--- src/rtl/fifo_thr_flags.sv ---
// Registered full/empty/almost flags computed from the next-cycle element count.
// Flags change on the same edge as the count they describe; no backpressure of its own.
module fifo_thr_flags #(
  parameter int BITDEPTH   = 2,
  parameter int AFULL_THR  = (1 << BITDEPTH) - 1,
  parameter int AEMPTY_THR = 1
) (
  input  logic              clk6x,
  input  logic              resetn,
  input  logic [BITDEPTH:0] cnt_nxt,
  output logic              full,
  output logic              empty,
  output logic              afull,
  output logic              aempty
);

  localparam int DEPTH = 1 << BITDEPTH;
  localparam logic [BITDEPTH:0] FULL_CNT   = (BITDEPTH+1)'(DEPTH);
  localparam logic [BITDEPTH:0] AFULL_CNT  = (BITDEPTH+1)'(AFULL_THR);
  localparam logic [BITDEPTH:0] AEMPTY_CNT = (BITDEPTH+1)'(AEMPTY_THR);

  always_ff @(posedge clk6x or negedge resetn) begin
    if (!resetn) begin
      full   <= 1'b0;
      empty  <= 1'b1;
      afull  <= 1'b0;
      aempty <= 1'b1;
    end else begin
      full   <= (cnt_nxt == FULL_CNT);
      empty  <= (cnt_nxt == '0);
      afull  <= (cnt_nxt >= AFULL_CNT);
      aempty <= (cnt_nxt <= AEMPTY_CNT);
    end
  end

endmodule

--- src/rtl/fifo_thr.sv ---
// First-word-fall-through FIFO with programmable almost-full/empty flags, sticky errors and flush.
// Head visible the cycle after enqueue; writes at full without a read are dropped and flagged.
module fifo_thr #(
  parameter int BITWIDTH   = 8,
  parameter int BITDEPTH   = 2,
  parameter int AFULL_THR  = (1 << BITDEPTH) - 1,
  parameter int AEMPTY_THR = 1
) (
  input  logic                clk6x,
  input  logic                resetn,
  input  logic                flush_i,
  input  logic [BITWIDTH-1:0] wport_i,
  input  logic                wenq_i,
  output logic [BITWIDTH-1:0] rport_o,
  input  logic                rdeq_i,
  output logic                full_o,
  output logic                empty_o,
  output logic                afull_o,
  output logic                aempty_o,
  output logic [BITDEPTH:0]   count_o,
  output logic                ovf_o,
  output logic                unf_o,
  input  logic                clrerr_i
);

  localparam int DEPTH = 1 << BITDEPTH;
  localparam logic [BITDEPTH-1:0] PTR_ONE = BITDEPTH'(1);
  localparam logic [BITDEPTH:0]   CNT_ONE = (BITDEPTH+1)'(1);

  logic [BITWIDTH-1:0] mem [DEPTH];
  logic [BITDEPTH-1:0] wptr, rptr;
  logic [BITDEPTH:0]   cnt, cnt_nxt;
  logic                do_wr, do_rd, ovf_evt, unf_evt;

  // A read at full frees the slot the simultaneous write needs.
  assign do_wr   = !flush_i && wenq_i && (!full_o || rdeq_i);
  assign do_rd   = !flush_i && rdeq_i && !empty_o;
  assign ovf_evt = !flush_i && wenq_i && full_o && !rdeq_i;
  assign unf_evt = !flush_i && rdeq_i && empty_o;

  always_comb begin
    cnt_nxt = cnt;
    if (flush_i)
      cnt_nxt = '0;
    else if (do_wr && !do_rd)
      cnt_nxt = cnt + CNT_ONE;
    else if (do_rd && !do_wr)
      cnt_nxt = cnt - CNT_ONE;
  end

  always_ff @(posedge clk6x or negedge resetn) begin
    if (!resetn) begin
      wptr <= '0;
      rptr <= '0;
      cnt  <= '0;
    end else if (flush_i) begin
      wptr <= '0;
      rptr <= '0;
      cnt  <= '0;
    end else begin
      if (do_wr) wptr <= wptr + PTR_ONE;
      if (do_rd) rptr <= rptr + PTR_ONE;
      cnt <= cnt_nxt;
    end
  end

  always_ff @(posedge clk6x) begin
    if (do_wr) mem[wptr] <= wport_i;
  end

  // A new error event in the same cycle as a clear keeps the flag set.
  always_ff @(posedge clk6x or negedge resetn) begin
    if (!resetn) begin
      ovf_o <= 1'b0;
      unf_o <= 1'b0;
    end else begin
      ovf_o <= ovf_evt || (ovf_o && !clrerr_i);
      unf_o <= unf_evt || (unf_o && !clrerr_i);
    end
  end

  fifo_thr_flags #(
    .BITDEPTH   (BITDEPTH),
    .AFULL_THR  (AFULL_THR),
    .AEMPTY_THR (AEMPTY_THR)
  ) u_flags (
    .clk6x   (clk6x),
    .resetn  (resetn),
    .cnt_nxt (cnt_nxt),
    .full    (full_o),
    .empty   (empty_o),
    .afull   (afull_o),
    .aempty  (aempty_o)
  );

  assign rport_o = mem[rptr];
  assign count_o = cnt;

endmodule
--- config.mk ---
export PLATFORM = sky130hd
export DESIGN_NAME = fifo_thr
export DESIGN_NICKNAME = d
export VERILOG_FILES = /design/src/rtl/fifo_thr_flags.sv /design/src/rtl/fifo_thr.sv
export SDC_FILE = /design/constraint.sdc
export NUM_CORES = 1
export LEC_CHECK = 0
export ABC_AREA = 0
export CELL_PAD_IN_SITES_DETAIL_PLACEMENT = 1
export CELL_PAD_IN_SITES_GLOBAL_PLACEMENT = 2
export CORE_MARGIN = 2
export CORE_UTILIZATION = 26
export DETAILED_ROUTE_END_ITERATION = 10
export GPL_ROUTABILITY_DRIVEN = 0
export PLACE_DENSITY_LB_ADDON = 0.1
export SYNTH_ARGS = -nofsm -noshare
export SYNTH_HDL_FRONTEND = slang
export SYNTH_HIERARCHICAL = 1
export SYNTH_SLANG_ARGS = --single-unit
--- constraint.sdc ---
create_clock -name clk6x -period 2.7 [get_ports clk6x]
set_clock_uncertainty 0.1 [all_clocks]
set_input_delay 0.27 -clock clk6x [delete_from_list [all_inputs] [get_ports clk6x]]
set_output_delay 0.27 -clock clk6x [all_outputs]
set_load 0.02 [all_outputs]
-- Word-level counts from Yosys, hierarchy flattened
Memory sizes are Yosys's and may differ from the RTL's.
Index checks and enable logic that the tools add are counted.
- RAM bits: 32
- output and inout bits: 17
- memories kept: 1
- bits of input ports: 14
- word-level logic and storage cells: 51
- register bits: 13
- memory list (memory ; words ; width ; rd ports ; clocked after Yosys merged registers in ; wr ports ; RTL line ; RTL):
    mem ; 4 ; 8 ; 1 ; 0 ; 1 ; fifo_thr.sv:30 ; logic [BITWIDTH-1:0] mem [DEPTH];
- $add $sub $neg: 4
- eq/ne operators: 1
- reduce and logical (&&, ||, !) cells: 24
- order comparisons: 2
- multiplexer cells: 10
- operators with widths (operator ; number):
    two-way mux 3 bit ; 4
    logical AND 1 bit ; 11
    two-way mux 2 bit ; 4
    zero test 1 bit ; 7
    adder 2 x 1 -> 2 bit (second input constant) ; 2
    nonzero test 2 bit ; 2
    adder 3 x 1 -> 3 bit (second input constant) ; 1
    == test 3 bit (second input constant) ; 1
    greater-or-equal comparator 3 x 2 -> 1 bit (second input constant) ; 1
    less-or-equal comparator 3 x 1 -> 1 bit (second input constant) ; 1
    zero test 3 bit ; 1
    logical OR 1 bit ; 3
    subtractor 3 x 1 -> 3 bit (second input constant) ; 1
    two-way mux 1 bit ; 2

-- Depth between registers and ports, before layout
Gate-level depths: netlist (run 1).
- depth in word-level cells: 9
- gate-level depth with buffers: 6
- gate-level depth less buffers: 5

-- Cells and area by module
The synthesis (run 1) kept the hierarchy.
- by module, submodules not included (module ; cells an instance ; instances ; area each (um2) ; sequential area each (um2)):
    fifo_thr ; 99 ; 1 ; 1719.1 ; 1186.1
    fifo_thr_flags ; 8 ; 1 ; 132.6 ; 102.6

-- Least setup slack after synthesis (run 1)
OpenSTA, ideal clock, no wires.
- path type: reg2reg
- start point: reg u_flags.empty
- end point: reg u_flags.afull
- path buffers: 0
- setup time: 64 ps
- data arrival time: 1611 ps
- slack: 924 ps
- period minus slack after synthesis: 1776 ps
- cell stages (with the launch flop): 5
- required time: 2536 ps
- cell sequence: dfstp_2 -> nand2b_1 -> nand3_1 -> a311oi_1 -> a21o_2
- longest elaborated chain between the ends: 7
- elaborated cells between the ends (all ways): 9
- those cells by class: order compare: 1; mux: 3; reduce/logical: 5
- RTL lines (what ; RTL line ; RTL):
    start: declaration ; fifo_thr_flags.sv:12 ; output logic empty,
    start signal: assignment ; fifo_thr_flags.sv:30 ; empty <= (cnt_nxt == '0);
    zero test 1 bit * ; fifo_thr.sv:37 ; assign do_rd = !flush_i && rdeq_i && !empty_o;
    logical AND 1 bit * ; fifo_thr.sv:37 ;
    logical AND 1 bit / zero test 1 bit (equally long branches) ; fifo_thr.sv:47, fifo_thr.sv:45 ;
    two-way mux 3 bit / logical AND 1 bit (equally long branches) ; fifo_thr.sv:47, fifo_thr.sv:45 ;
    two-way mux 3 bit * ; fifo_thr.sv:45 ; else if (do_wr && !do_rd)
    two-way mux 3 bit * ; fifo_thr.sv:43 ; if (flush_i)
    named net cnt_nxt[1] ; fifo_thr.sv:32 ; logic [BITDEPTH:0] cnt, cnt_nxt;
    greater-or-equal comparator 3 x 2 -> 1 bit * ; fifo_thr_flags.sv:31 ; afull <= (cnt_nxt >= AFULL_CNT);
    end signal: assignment ; fifo_thr_flags.sv:31 ;
    end: declaration ; fifo_thr_flags.sv:13 ; output logic afull,
The timed path passes the listed nets; every way through them passes the cells marked *.
A chain may end at the register's enable or synchronous reset.

-- Worst setup path after layout (run 1)
- start point: reg rptr[0]
- end point: out rport_o[7]
- longest elaborated chain between the ends: 1
- RTL lines (what ; RTL line ; RTL):
    start: declaration ; fifo_thr.sv:31 ; logic [BITDEPTH-1:0] wptr, rptr;
    start signal: assignment ; fifo_thr.sv:62 ; if (do_rd) rptr <= rptr + PTR_ONE;
    memory (4 x 8 bit) ; - ;
    end: declaration ; fifo_thr.sv:14 ; output logic [BITWIDTH-1:0] rport_o,
No other way between the ends.

==> results of run 1 <==
[routing by layer]
| metal | global-route usage, % | wire (µm) | part of all wire [%] | vias up |
|---|---|---|---|---|
| li1 | - | - | - | 469 |
| met1 | 14.3 | 1690 | 42 | 516 |
| met2 | 19.6 | 2110 | 53 | 18 |
| met3 | 3.26 | 154 | 3.8 | 7 |
| met4 | 4.13 | 60 | 1.5 | 0 |
| met5 | 0 | 0 | 0 | - |
[logic make-up after synthesis]
family	after synthesis
compound gates	9
xor+xnor	4
fa+ha+maj	6
buf+inv	11
flops	45
mux	9
simple gates	23
[sequential cells by signal, summed over array words and instances, names as in the netlist]
signal,cells
count_o,3
mem,32
ovf_o,1
rptr,2
u_flags/aempty,1
u_flags/afull,1
u_flags/empty,1
u_flags/full,1
unf_o,1
wptr,2
[worst reg2reg max path: cells and delay by family, from the launching register on]
kind,cells,cell delay [ns]
DFF,1,0.58
AOI/OAI and AO/OA,2,0.90
and+or+nand+nor,2,0.37
[Yosys cell counts (2+ instances only)]
cell / instances
edfxtp_1: 32
dfrtp_1: 11
mux4_2: 8
inv_1: 7
ha_1: 6
nor2_1: 6
and3_2: 4
nand2_1: 3
clkbuf_1: 2
dfstp_2: 2
nand2b_1: 2
nor3b_2: 2
xnor2_1: 2
xor2_1: 2
[layout make-up]
type                       instances  area share, %
clock inverter                     1           1.26
multi-input combinational         51           21.5
inverter                           7           1.10
clock buffer                       7           3.62
tap                               96           5.03
sequential                        45           54.0
timing repair buffer              33           13.5
[worst paths after layout]
kind                                 end  cells after the start           from  slack [ns]
setup / recovery              rport_o[7]                      3        rptr[0]        0.41
hold / removal              u_flags/full                      1         resetn        0.25
setup reg to reg           u_flags/afull                      4  u_flags/empty        0.69
hold reg to reg                    ovf_o                      2          ovf_o        0.44
max in group asynchronous        wptr[0]                      1         resetn        1.86
min in group clk6x                 ovf_o                      2          ovf_o        0.44
[report_power, final]
part	switching (mW)	internal, mW	total, mW
registers	0.0457	0.819	0.864
logic	0.255	0.252	0.508
clock network	0.227	0.302	0.529
[stage by stage]
step	std cells	setup slack, ns	utilization (%)	hold WS [ns]	power [mW]
detailed placement	232	0.398	33.2	0.444	1.40
CTS	240	0.387	34.9	0.274	1.93
global placement	232	0.464	33.2	0.425	1.39
floorplan	107	0.924	-	-0.126	1.16
global route	240	0.319	34.9	0.302	2.01
finish	240	0.408	34.9	0.247	1.90
==> results_dict.tcl, run 1 <==
set metrics [dict create \
    track_usage_pct 11.6 \
    cap_violations 0 \
    drive_above_1_share_pct 20.1 \
    rsz0062_at_grt "false" \
    fin_tns_setup_ns 0 \
    ys.flop_type "edfxtp_1" \
    syn_inst 107 \
    first_pass_iters 4 \
    synth.ff_latch_count 45 \
    cts_resized 0 \
    grt_start_max_net_pins 14 \
    final_cell_mix "edfxtp_1 (32), clkdlybuf4s50_1 (30), dfrtp_1 (11), mux4_2 (8), inv_1 (7)" \
    crit_path_end_kind "output port" \
    drc 0 \
    clock_sinks 45 \
    avgRoutedWirePerCell_um 16.7 \
    grt_pass1_wl_um 6530 \
    worst_pin_slew_ns 0.730 \
    fin_crit_sh_pct 84.9 \
    rows 30 \
    multiInputGateArea_um2 513 \
    vias 1010 \
    core_area_um2 6830 \
    ant_nets 0 \
    async_flop_share_pct 28.9 \
    area_delta_synth_final_pct 28.9 \
    postCtsSetupBuffers 0 \
    finalHoldViolCount 0 \
    maxSlewViolCount 0 \
    cp_num_buf_inv 2 \
    hold_class "primary input to asynchronous set/reset pin" \
    cp-start-kind "register" \
    start_util_pct 27.1 \
    cts_buffers 5 \
    yosysTopAreaCell "edfxtp_1" \
    cpLargestDelayFamily "buffers and inverters" \
    die_h_um 88.4 \
    grt_pass1_vias 1172 \
    yosys-top-cells-area "edfxtp_1 (52%), dfrtp_1 (15%), mux4_2 (9.7%), ha_1 (4.1%), dfstp_2 (2.8%)" \
    slew_headroom_pct 51.0 \
    drt_wl_total_um 4020 \
    ff_latch_area_um2 1290 \
    power.density_nw_per_um2 796 \
    synth_fa_ha_area_share_pct 4.05 \
    crit_slowest_cell "clkdlybuf4s50_1" \
    synth_cell_types 32 \
    yosysWarnings 6 \
    min_period_ns 2.29 \
    io_buffers 30 \
    synth-simple-area-share_pct 7.77 \
    clk_latency_ns 0.30 \
    pin_count 31 \
    crit_fanout 6 \
    synth.cell_area_um2 1850 \
    required_ns 2.33 \
    nets 163 \
    grt_remaining_overflow 0 \
    dpl_cell_area_um2 2270 \
    tritoncts "built" \
    leakage_nw 0.857 \
    diodes 0 \
    fin_area_um2 2390 \
    synthXorXnorAreaFrac_pct 1.89 \
    fillers 724 \
    place_hpwl_um 2960 \
    yosys.area.top_type_share_pct 51.9 \
    max_freq_mhz 436 \
    synth_edf_count 32 \
    vdd_drop_max_uv 275 \
    antenna_found_initial 0 \
    layout_commonest_cell "edfxtp_1" \
    syn_area_per_cell_um2 17.3 \
    root_buffer "clkbuf_8" \
    critPathMaxStageDelay_ns 0.56 \
    synth_fp_nets 127 \
    path_cells "buf_4 > mux4_2 > clkdlybuf4s50_1" \
    setup_viol 0 \
    drt_iter0_drc 37 \
    yosysSeqAreaShare_pct 69.6 \
    die_w_um 88.4 \
    synth_top_family_by_area "multiplexers" \
    htreeDepth 2 \
    synth_mux_area_share_pct 10.3 \
    clock_path_buffers 2 \
    clkTransAtPathRegs_ns 0.09 \
    synth-compound-area-share_pct 3.65 \
    crit_type "register to output port" \
    holdBufCountCts 0 \
    crit_arrival_ns 1.92 \
    vias_per_cell 4.21 \
    status "complete, no violations" \
    die_area_um2 7810 \
]
Note: power is estimated with default switching activity, not from simulation.
==> run 2, diff against run 1 <==
Clock period 2.7 ns to 2 ns, I/O delays scaled along.
==> results_dict.tcl, run 2 (synthesized netlist as in run 1, its figures left out) <==
set metrics [dict create \
    crit_path_end_kind "output port" \
    crit_arrival_ns 1.53 \
    crit_slowest_cell "mux4_2" \
    worst_pin_slew_ns 0.618 \
    pin_count 31 \
    crit_fanout 8 \
    fin_crit_sh_pct 91.7 \
    maxSlewViolCount 0 \
    status "complete, no violations" \
    vias 1033 \
    fillers 725 \
    hold_class "primary input to asynchronous set/reset pin" \
    required_ns 1.70 \
    start_util_pct 27.1 \
    regMostFlops "mem" \
    io_buffers 30 \
    grt_start_max_net_pins 15 \
    numPlacedInstances 243 \
    drt_wl_total_um 3660 \
    drive_above_1_share_pct 31.0 \
    die_h_um 88.4 \
    max_freq_mhz 545 \
    cp-start-kind "register" \
    drt_iter0_drc 50 \
    first_pass_iters 3 \
    clk_latency_ns 0.30 \
    vdd_drop_max_uv 499 \
    root_buffer "clkbuf_8" \
    die_w_um 88.4 \
    grt_remaining_overflow 0 \
    htreeDepth 2 \
    postCtsSetupBuffers 0 \
    clkTransAtPathRegs_ns 0.09 \
    avgRoutedWirePerCell_um 14.6 \
    place_hpwl_um 2710 \
    track_usage_pct 10.4 \
    fin_tns_setup_ns 0 \
    crit_type "register to output port" \
    tritoncts "built" \
    cts_buffers 5 \
    antenna_found_initial 0 \
    power.density_nw_per_um2 1040 \
    setup_viol 0 \
    final_cell_mix "edfxtp_1 (32), clkdlybuf4s50_1 (22), buf_4 (13), dfrtp_1 (11)" \
    core_area_um2 6830 \
    dpl_cell_area_um2 2370 \
    clock_path_buffers 2 \
    finalHoldViolCount 0 \
    min_period_ns 1.83 \
    rsz0062_at_grt "false" \
    slew_headroom_pct 58.7 \
    die_area_um2 7810 \
    path_cells "buf_12 > mux4_2 > clkbuf_2" \
    cap_violations 0 \
    drc 0 \
    largest_reg_flops 32 \
    vias_per_cell 4.12 \
    fin_area_um2 2440 \
    grt_pass1_wl_um 5900 \
    grt_pass1_vias 1178 \
    nets 174 \
    critPathMaxStageDelay_ns 0.51 \
    layout_commonest_cell "edfxtp_1" \
    clock_sinks 45 \
    area_delta_synth_final_pct 31.6 \
    layout.cells.non_filler 251 \
    diodes 0 \
    rows 30 \
    leakage_nw 0.913 \
    ant_nets 0 \
]
## run 2: cell count changes in the layout (fill, tap and decap cells not counted), sizes merged
cell and delta:
buf +11, clkbuf +7, clkdlybuf4s50 -8, clkinv +1
## run 2: final cells by class
class | count | area (µm²) | area share, %
Tap cell | 96 | 120 | 4.93
Clock buffer | 6 | 72.6 | 2.98
Inverter | 7 | 26.3 | 1.08
Timing Repair Buffer | 44 | 378 | 15.5
Multi-Input combinational cell | 51 | 513 | 21.0
Clock inverter | 2 | 38.8 | 1.59
Sequential cell | 45 | 1290 | 52.9
## run 2: per-layer routing
metal  track usage [%]  vias up  wire length (µm)
li1                  -      494                 -
met1              12.0      516              1570
met2              18.3       18              1920
met3              2.89        5               127
met4              3.72        0                51
met5                 0        -                 0
## run 2: report_power, final
part | switching (mW) | internal (mW)
clock | 0.307 | 0.375
sequential | 0.0583 | 1.11
combinational | 0.347 | 0.347
total | 0.712 | 1.83
## run 2: path summary, 6_finish.rpt
path / cells past startpoint / from / endpoint / slack, ns
setup / recovery: 3 / rptr[0] / rport_o[5] / 0.17
hold / removal: 1 / resetn / unf_o / 0.18
setup reg to reg: 6 / u_flags/empty / u_flags/afull / 0.19
hold reg to reg: 2 / ovf_o / ovf_o / 0.42
max in group asynchronous: 1 / resetn / rptr[1] / 1.21
min in group clk6x: 2 / clrerr_i / ovf_o / 0.40
## run 2: timing repair
item	CTS	global route
hold buffers	0	0
endpoints found under the setup margin	8	8
gates resized for setup	12	12
## run 2: critical path: cells and delay by family (launching register included)
| kind | cells | cell delay, ns |
|---|---|---|
| buffers and inverters | 2 | 0.32 |
| muxes | 1 | 0.51 |
| DFF | 1 | 0.40 |
## run 2: stage by stage
step / worst slack (ns) / total power [mW] / hold WS (ns) / utilization [%]
after CTS: 0.000952 / 2.60 / 0.204 / 36.2
after detailed placement: -0.0756 / 1.93 / 0.411 / 34.6
after global placement: -0.0508 / 1.92 / 0.421 / 34.6
final: 0.167 / 2.54 / 0.184 / 35.7
after global routing: 0.0280 / 2.68 / 0.233 / 35.7
after floorplan: 0.224 / 1.57 / -0.196 / -
==> run 3, diff against run 2 <==
Settings changed: SLEW_MARGIN set to 20.
==> results of run 3 <==
Same layout as run 2: the final DEF is identical, and so are final timing and power.
